[config.mk]
export PLATFORM = sky130hd
export DESIGN_NAME = pe_row_ws_flat
export DESIGN_NICKNAME = d
export VERILOG_FILES = /design/src/rtl/pe_row_ws_if.sv /design/src/rtl/pe_row_ws.sv /design/src/flat_wrapper.sv
export SDC_FILE = /design/constraint.sdc
export NUM_CORES = 2
export LEC_CHECK = 0
export ABC_AREA = 1
export CAP_MARGIN = 25
export CORE_MARGIN = 5
export CORE_UTILIZATION = 55
export CTS_CLUSTER_DIAMETER = 50
export DETAILED_ROUTE_END_ITERATION = 16
export GPL_TIMING_DRIVEN = 1
export HOLD_SLACK_MARGIN = 0.12
export PLACE_DENSITY = 0.78
export SLEW_MARGIN = 0
export SYNTH_ARGS = -nofsm -noshare
export SYNTH_HDL_FRONTEND = slang
export SYNTH_SLANG_ARGS = --single-unit
[constraint.sdc]
create_clock -name clk -period 5.8 [get_ports clk]
set_input_delay 0.58 -clock clk [delete_from_list [all_inputs] [get_ports clk]]
set_output_delay 0.58 -clock clk [all_outputs]
set_load 0.01 [all_outputs]
[src/rtl/pe_row_ws_if.sv]
// Bus bundle for pe_row_ws: weight load handshake, input vector handshake,
// forwarded vector and row result. The slave modport is the PE row side.
interface pe_row_ws_if #(
   parameter int unsigned WEIGHT_BW      = 8,
   parameter int unsigned DATA_BW        = 8,
   parameter int unsigned PARTIAL_SUM_BW = 19,
   parameter int unsigned MATRIX_SIZE    = 8
);
   logic                                load_start;
   logic                                w_valid;
   logic                                w_ready;
   logic [WEIGHT_BW-1:0]                w_data;
   logic                                in_valid;
   logic                                in_ready;
   logic [MATRIX_SIZE*DATA_BW-1:0]      DIN;
   logic [MATRIX_SIZE*DATA_BW-1:0]      DF;
   logic                                df_valid;
   logic [PARTIAL_SUM_BW-1:0]           result;
   logic                                out_valid;
   logic                                weights_loaded;
   logic                                sat_flag;

   modport slave (
      input  load_start, w_valid, w_data, in_valid, DIN,
      output w_ready, in_ready, DF, df_valid, result, out_valid,
             weights_loaded, sat_flag
   );

   modport master (
      output load_start, w_valid, w_data, in_valid, DIN,
      input  w_ready, in_ready, DF, df_valid, result, out_valid,
             weights_loaded, sat_flag
   );
endinterface

[src/rtl/pe_row_ws.sv]
// Weight-stationary PE row: counted weight load, internally skewed input vector,
// chained multiply-accumulate PEs. Define PE_ROW_SAT_EN for saturating adders.
module pe_row_ws #(
   parameter int unsigned WEIGHT_BW      = 8,
   parameter int unsigned DATA_BW        = 8,
   parameter int unsigned PARTIAL_SUM_BW = 19,
   parameter int unsigned MATRIX_SIZE    = 8
) (
   input  logic        clk,
   input  logic        rstn,
   pe_row_ws_if.slave  bus
);
   localparam int unsigned N  = MATRIX_SIZE;
   localparam int unsigned PW = DATA_BW + WEIGHT_BW;
   localparam int unsigned CW = $clog2(N);

   typedef enum logic [1:0] {EMPTY, LOAD, ACTIVE, DRAIN} state_e;

   state_e                             state_q, state_d;
   logic [CW-1:0]                      cnt_q, cnt_d;
   logic                               w_we;
   logic                               accept;
   logic signed [WEIGHT_BW-1:0]        w_q [N];
   logic [N-1:0]                       vld_q;
   logic [N-1:0]                       tag_in;
   logic signed [DATA_BW-1:0]          din_pe [N];
   logic signed [PARTIAL_SUM_BW-1:0]   ps [N];
   logic [N*DATA_BW-1:0]               df_q;
   logic                               df_valid_q;

   assign accept = bus.in_valid & (state_q == ACTIVE);
   assign tag_in = {vld_q[N-2:0], accept};

   always_ff @(posedge clk) begin
      if (!rstn) begin
         state_q <= EMPTY;
         cnt_q   <= '0;
      end else begin
         state_q <= state_d;
         cnt_q   <= cnt_d;
      end
   end

   always_comb begin
      state_d = state_q;
      cnt_d   = cnt_q;
      w_we    = 1'b0;
      unique case (state_q)
         EMPTY: begin
            if (bus.load_start) begin
               state_d = LOAD;
               cnt_d   = '0;
            end
         end
         LOAD: begin
            if (bus.w_valid) begin
               w_we = 1'b1;
               if (cnt_q == CW'(N-1)) state_d = ACTIVE;
               else                   cnt_d   = cnt_q + CW'(1);
            end
         end
         ACTIVE: begin
            if (bus.load_start) state_d = DRAIN;
         end
         DRAIN: begin
            // old weights must outlive every tagged vector still in the skew/PE chain
            if (vld_q == '0) begin
               state_d = LOAD;
               cnt_d   = '0;
            end
         end
         default: state_d = EMPTY;
      endcase
   end

   assign bus.w_ready        = (state_q == LOAD);
   assign bus.in_ready       = (state_q == ACTIVE);
   assign bus.weights_loaded = (state_q == ACTIVE) || (state_q == DRAIN);

   always_ff @(posedge clk) begin
      if (!rstn) begin
         for (int unsigned i = 0; i < N; i++) w_q[i] <= '0;
      end else if (w_we) begin
         w_q[cnt_q] <= bus.w_data;
      end
   end

   always_ff @(posedge clk) begin
      if (!rstn) vld_q <= '0;
      else       vld_q <= tag_in;
   end

   assign din_pe[0] = bus.DIN[N*DATA_BW-1 -: DATA_BW];

   for (genvar k = 1; k < N; k++) begin : g_skew
      logic [DATA_BW-1:0] sk_q [k];

      always_ff @(posedge clk) begin
         if (!rstn) begin
            for (int unsigned j = 0; j < k; j++) sk_q[j] <= '0;
         end else begin
            sk_q[0] <= bus.DIN[(N-k)*DATA_BW-1 -: DATA_BW];
            for (int unsigned j = 1; j < k; j++) sk_q[j] <= sk_q[j-1];
         end
      end

      assign din_pe[k] = sk_q[k-1];
   end

`ifdef PE_ROW_SAT_EN
   localparam logic signed [PARTIAL_SUM_BW-1:0] SMAX = {1'b0, {(PARTIAL_SUM_BW-1){1'b1}}};
   localparam logic signed [PARTIAL_SUM_BW-1:0] SMIN = {1'b1, {(PARTIAL_SUM_BW-1){1'b0}}};
   logic [N-1:0] clamp;
   logic         sat_q;
`endif

   for (genvar k = 0; k < N; k++) begin : g_pe
      localparam bit LAST = (k == N-1);
      logic signed [PW-1:0]             prod;
      logic signed [PARTIAL_SUM_BW-1:0] pin;
      logic signed [PARTIAL_SUM_BW-1:0] sum_d, sum_q;

      assign prod = din_pe[k] * w_q[k];

      if (k == 0) begin : g_first
         assign pin = '0;
      end else begin : g_chain
         assign pin = ps[k-1];
      end

`ifdef PE_ROW_SAT_EN
      logic signed [PARTIAL_SUM_BW:0] wide;
      assign wide = (PARTIAL_SUM_BW+1)'(pin) + (PARTIAL_SUM_BW+1)'(prod);

      always_comb begin
         sum_d    = wide[PARTIAL_SUM_BW-1:0];
         clamp[k] = 1'b0;
         if (wide[PARTIAL_SUM_BW] != wide[PARTIAL_SUM_BW-1]) begin
            clamp[k] = 1'b1;
            sum_d    = wide[PARTIAL_SUM_BW] ? SMIN : SMAX;
         end
      end
`else
      assign sum_d = pin + PARTIAL_SUM_BW'(prod);
`endif

      // the last stage doubles as the result register, so it only loads tagged sums
      always_ff @(posedge clk) begin
         if (!rstn)                      sum_q <= '0;
         else if (!LAST || tag_in[k])    sum_q <= sum_d;
      end

      assign ps[k] = sum_q;
   end

`ifdef PE_ROW_SAT_EN
   always_ff @(posedge clk) begin
      if (!rstn) sat_q <= 1'b0;
      else       sat_q <= sat_q | (|(clamp & tag_in));
   end
   assign bus.sat_flag = sat_q;
`else
   assign bus.sat_flag = 1'b0;
`endif

   always_ff @(posedge clk) begin
      if (!rstn) begin
         df_q       <= '0;
         df_valid_q <= 1'b0;
      end else begin
         df_valid_q <= accept;
         if (accept) df_q <= bus.DIN;
      end
   end

   assign bus.DF        = df_q;
   assign bus.df_valid  = df_valid_q;
   assign bus.result    = ps[N-1];
   assign bus.out_valid = vld_q[N-1];
endmodule
[src/flat_wrapper.sv]
// flat-port wrapper written by rule: the top's interface ports become plain ports
module pe_row_ws_flat 
#(
   parameter int unsigned WEIGHT_BW      = 8,
   parameter int unsigned DATA_BW        = 8,
   parameter int unsigned PARTIAL_SUM_BW = 19,
   parameter int unsigned MATRIX_SIZE    = 8
)
  (clk, rstn, bus_load_start, bus_w_valid, bus_w_data, bus_in_valid, bus_DIN, bus_w_ready, bus_in_ready, bus_DF, bus_df_valid, bus_result, bus_out_valid, bus_weights_loaded, bus_sat_flag);
  pe_row_ws_if #(.WEIGHT_BW(WEIGHT_BW), .DATA_BW(DATA_BW), .PARTIAL_SUM_BW(PARTIAL_SUM_BW), .MATRIX_SIZE(MATRIX_SIZE)) bus_i ();
  input  logic clk;
  input  logic rstn;
  input wire logic [$bits(bus_i.load_start)-1:0] bus_load_start;
  input wire logic [$bits(bus_i.w_valid)-1:0] bus_w_valid;
  input wire logic [$bits(bus_i.w_data)-1:0] bus_w_data;
  input wire logic [$bits(bus_i.in_valid)-1:0] bus_in_valid;
  input wire logic [$bits(bus_i.DIN)-1:0] bus_DIN;
  output wire logic [$bits(bus_i.w_ready)-1:0] bus_w_ready;
  output wire logic [$bits(bus_i.in_ready)-1:0] bus_in_ready;
  output wire logic [$bits(bus_i.DF)-1:0] bus_DF;
  output wire logic [$bits(bus_i.df_valid)-1:0] bus_df_valid;
  output wire logic [$bits(bus_i.result)-1:0] bus_result;
  output wire logic [$bits(bus_i.out_valid)-1:0] bus_out_valid;
  output wire logic [$bits(bus_i.weights_loaded)-1:0] bus_weights_loaded;
  output wire logic [$bits(bus_i.sat_flag)-1:0] bus_sat_flag;
  assign bus_i.load_start = bus_load_start;
  assign bus_i.w_valid = bus_w_valid;
  assign bus_i.w_data = bus_w_data;
  assign bus_i.in_valid = bus_in_valid;
  assign bus_i.DIN = bus_DIN;
  assign bus_w_ready = bus_i.w_ready;
  assign bus_in_ready = bus_i.in_ready;
  assign bus_DF = bus_i.DF;
  assign bus_df_valid = bus_i.df_valid;
  assign bus_result = bus_i.result;
  assign bus_out_valid = bus_i.out_valid;
  assign bus_weights_loaded = bus_i.weights_loaded;
  assign bus_sat_flag = bus_i.sat_flag;
  pe_row_ws #(.WEIGHT_BW(WEIGHT_BW), .DATA_BW(DATA_BW), .PARTIAL_SUM_BW(PARTIAL_SUM_BW), .MATRIX_SIZE(MATRIX_SIZE)) u_core (.clk(clk), .rstn(rstn), .bus(bus_i));
endmodule
==> run_results.csv <==
group,metric,value,unit
setup_path,path_class,"reg -> reg",
floorplanning,fp.dieH,288,um
setup_path,cpPeakStageDelay,0.59,ns
setup_path,worst_setup_path_start_kind,"register",
routing,routedWlPerCell,14.5,um
grt,grtUsageMet3,4.57,%
timing,worst_slew_pin_slew,1.04,ns
synthesis,yosysWarnings,0,
floorplanning,die-area,82900,um^2
timing,finalCriticalPeriod,4.97,ns
timing,period_share,85.8,%
timing,finalSetupViolations,0,
synthesis,synth_nets,6119,
clock_network,root_buffer,"clkbuf_16",
setup_path,reg2reg_from,"u_core.w_q[6][0]",
routing,drcViolationCount,0,
power,leakagePower,27.3,nW
synthesis,avgSynthCellArea,8.37,um^2
synthesis,netlist_instances,5071,
timing,finalHoldViolCount,0,
timing,timing.slew.headroom,30.4,%
layout,multiInputGateArea,25600,um^2
layout,drive_gt1_share,2.94,%
timing,skew,0.0281,ns
clock_network,post_cts_resized,0,
grt,overflow,0,
grt,gr-max-usage-layer,"met2",
place,gp_congestion,0.910,
setup_path,required,6.29,ns
layout,finalNetCount,6168,
min_path,hold_depth,2,
floorplanning,initial_core_util,55.7,%
place,dpl_cell_area,44700,um^2
power,power_density,322,nW/um^2
synthesis,synth_top_area_cell,"fa_1",
routing,drt-initial-drc-count,1813,
clock_network,cts_tree,"yes",
floorplanning,die_w,288,um
routing,avgViaCountPerCell,4.94,
synthesis,ys_ff_latch,512,
synthesis,synth_edf_count,64,
status,outcome,"completed",
setup_path,cp-end-kind,"register",
grt,grt_pass1_vias,32000,
timing,slew_violations,0,
floorplanning,io_pins,166,
setup_path,reg2regPathDepth,16,
grt,grt_usage,22.6,%
grt,grt_pass1_wl,153000,um
setup_path,rrSetupSlack,0.83,ns
floorplanning,core_area,76200,um^2
setup_path,path_common_cell,"fa_1",
grt,grt_max_degree,179,
min_path,hold_class,"reg -> reg",
min_path,min-delay-start,"u_core.g_skew[7].sk_q[0][1]",
setup_path,arrival,5.47,ns
clock_network,clock-sinks,512,
routing,drt_first_pass_iters,8,
layout,fin_area,47000,um^2
routing,ant_nets,0,
grt,antenna_found_initial,2,
routing,drt_wl_total,89800,um
setup_path,cp_num_buf_inv,1,
layout,register_area,10900,um^2
setup_path,path_delay_family,"adder cells",
synthesis,yosysSeqAreaShare,25.7,%
place,place.port_buffers,164,
layout,areaGrowthSynthToFinish,10.7,%
grt,use_met2,38.7,%
floorplanning,rows,101,
timing,holdWs,0.401,ns
synthesis,synthDistinctLibCells,40,
timing,rsz0062_at_grt,"false",
job,maxCapViolations,0,
synthesis,synthTopCellsByArea,"fa_1 30%, dfxtp_1 21%, inv_1 12%, ha_1 9.9%, nand2_1 9.0%",
timing,fmax,0.201,GHz
routing,vias,30700,
setup_path,cp.depth,16,
min_path,min_to,"u_core.g_skew[7].sk_q[0][9]",
synthesis,synth_ff_type,"dfxtp_1",
clock_network,cts.clk_slew.worst_paths,0.06,ns
setup_path,r2r_end,"u_core.g_pe[6].sum_q[18]",
clock_network,post_cts_buffers,0,
clock_network,clockBufferDepth,3,
place,dp_hpwl,70500,um
synthesis,synth.top_cell.area_share,29.9,%
timing,setup_tns,0,ns
setup_path,crit_fanout,11,
power,peakVddDrop,307,uV
layout,utilization,61.7,%
clock_network,cts_hold_buffers,0,
grt,gr-usage-met1,29.2,%
clock_network,cts_buffers,68,
clock_network,cts_max_level,3,
layout,final.fill_count,6292,
synthesis,async_reset_ff_share,0,%
synthesis,mappedNetlistArea,42500,um^2
clock_network,clkLatencyLatePin,0.62,ns
setup_path,crit_chain,"nand2_1 -> inv_1 -> fa_1 -> fa_1 -> fa_1 -> fa_1 -> ha_1 -> ha_1 -> a21oi_1 -> o21ai_0 -> a21oi_1 -> nor2_1 -> nor2_1 -> nand2_1 -> nand2_1 -> nor2_1",
setup_path,cp_slowest_cell,"fa_1",
[worst min-delay path: cells and delay by family, from the launching register on]
kind	cells	cell delay, ns
flops	1	0.30
simple gates	1	0.04
buf+inv	1	0.04
[placed cells by master (no fill, tap or decap), types with 8 or more instances in the layout]
cell,Yosys,layout
clkbuf_16,0,68
o21a_1,8,8
xor2_1,22,22
nor2_1,404,404
clkinv_4,0,9
ha_1,337,337
or2_2,14,14
dfxtp_1,448,448
nand2_1,1016,1015
clkinv_2,0,8
xnor2_1,23,23
edfxtp_1,64,64
fa_1,634,634
nand2_2,8,9
o21ai_0,176,176
inv_1,1369,1367
a21oi_1,175,175
nand4_1,13,13
nand3_1,97,97
a21o_1,18,18
clkdlybuf4s50_1,0,163
clkbuf_1,147,9
[metal layers]
layer	wire (um)	share of wire [%]
met5	0	0
met4	2660	3.0
met3	6010	6.7
met2	43500	48
met1	37600	42
[area by class of cell]
type | instances | share of cell area, %
diodes | 1 | 0.00532
clock buffers | 83 | 3.87
clock inverters | 43 | 1.10
inverters | 1374 | 11.0
multi-input cells | 2994 | 54.5
flip-flops and latches | 512 | 23.2
well taps | 1030 | 2.74
repair buffers | 170 | 3.62
[cell usage after synthesis, types with 2 or more instances]
master        n
or2_1         5
nand4_1      13
or2_2        14
o21ai_2       2
edfxtp_1     64
fa_1        634
ha_1        337
buf_1         4
buf_4         2
xor2_1       22
inv_1      1369
clkbuf_1    147
o21ai_1       4
nor3_1        5
xnor2_1      23
a21o_1       18
o21bai_1      6
a211oi_1      3
dfxtp_1     448
nand2_2       8
clkinv_1      4
nor2_1      404
o2111ai_1     5
nand3_1      97
a21oi_1     175
nand3b_1      6
o21a_1        8
nor2_2        2
nand2_1    1016
o21ai_0     176
buf_2        38
o211ai_1      4
[metrics by stage]
step	total power [mW]	worst slack, ns	cells
after global placement	10.8	0.908	6080
after detailed placement	11.0	0.830	6080
after global routing	16.5	0.459	6207
after floorplan	9.28	1.27	5071
after CTS	15.3	0.813	6206
final	15.1	0.826	6207
[power by group]
group	internal (mW)	switching [mW]	leakage [nW]	total [mW]
Combinational	2.58	3.97	21.9	6.55
Clock	2.46	1.76	1.13	4.21
Sequential	4.06	0.319	4.33	4.38
[worst max path at each step]
stage | slack, ns | start | to
finish | 0.83 | u_core.w_q[6][0] | u_core.g_pe[6].sum_q[18]
global placement | 0.91 | bus_DIN[61] | u_core.g_pe[0].sum_q[13]
CTS | 0.81 | u_core.w_q[6][0] | u_core.g_pe[6].sum_q[18]
global route | 0.46 | u_core.w_q[7][0] | u_core.bus.result[17]
floorplan | 1.27 | u_core.w_q[7][0] | u_core.bus.result[14]
detailed placement | 0.83 | bus_DIN[61] | u_core.g_pe[0].sum_q[15]
[state kept, by name (all words and copies together) (netlist names)]
| name | count |
|---|---|
| u_core.state_q | 2 |
| u_core.g_pe.sum_q | 128 |
| u_core.bus.DF | 64 |
| u_core.g_skew.sk_q | 224 |
| u_core.cnt_q | 3 |
| u_core.vld_q | 8 |
| u_core.w_q | 64 |
| u_core.bus.result | 19 |
[cell families after synthesis]
logic type	Yosys count	share of synthesized area, %
AND/OR/NAND/NOR	1573	14.6
buffers and inverters	1565	14.0
adder cells (fa/ha/maj)	971	39.8
flip-flops	512	25.7
AO/OA/AOI/OAI	404	5.07
XOR/XNOR	45	0.928
other	1	0.00883
No activity file was read; power rests on OpenSTA's default activity.
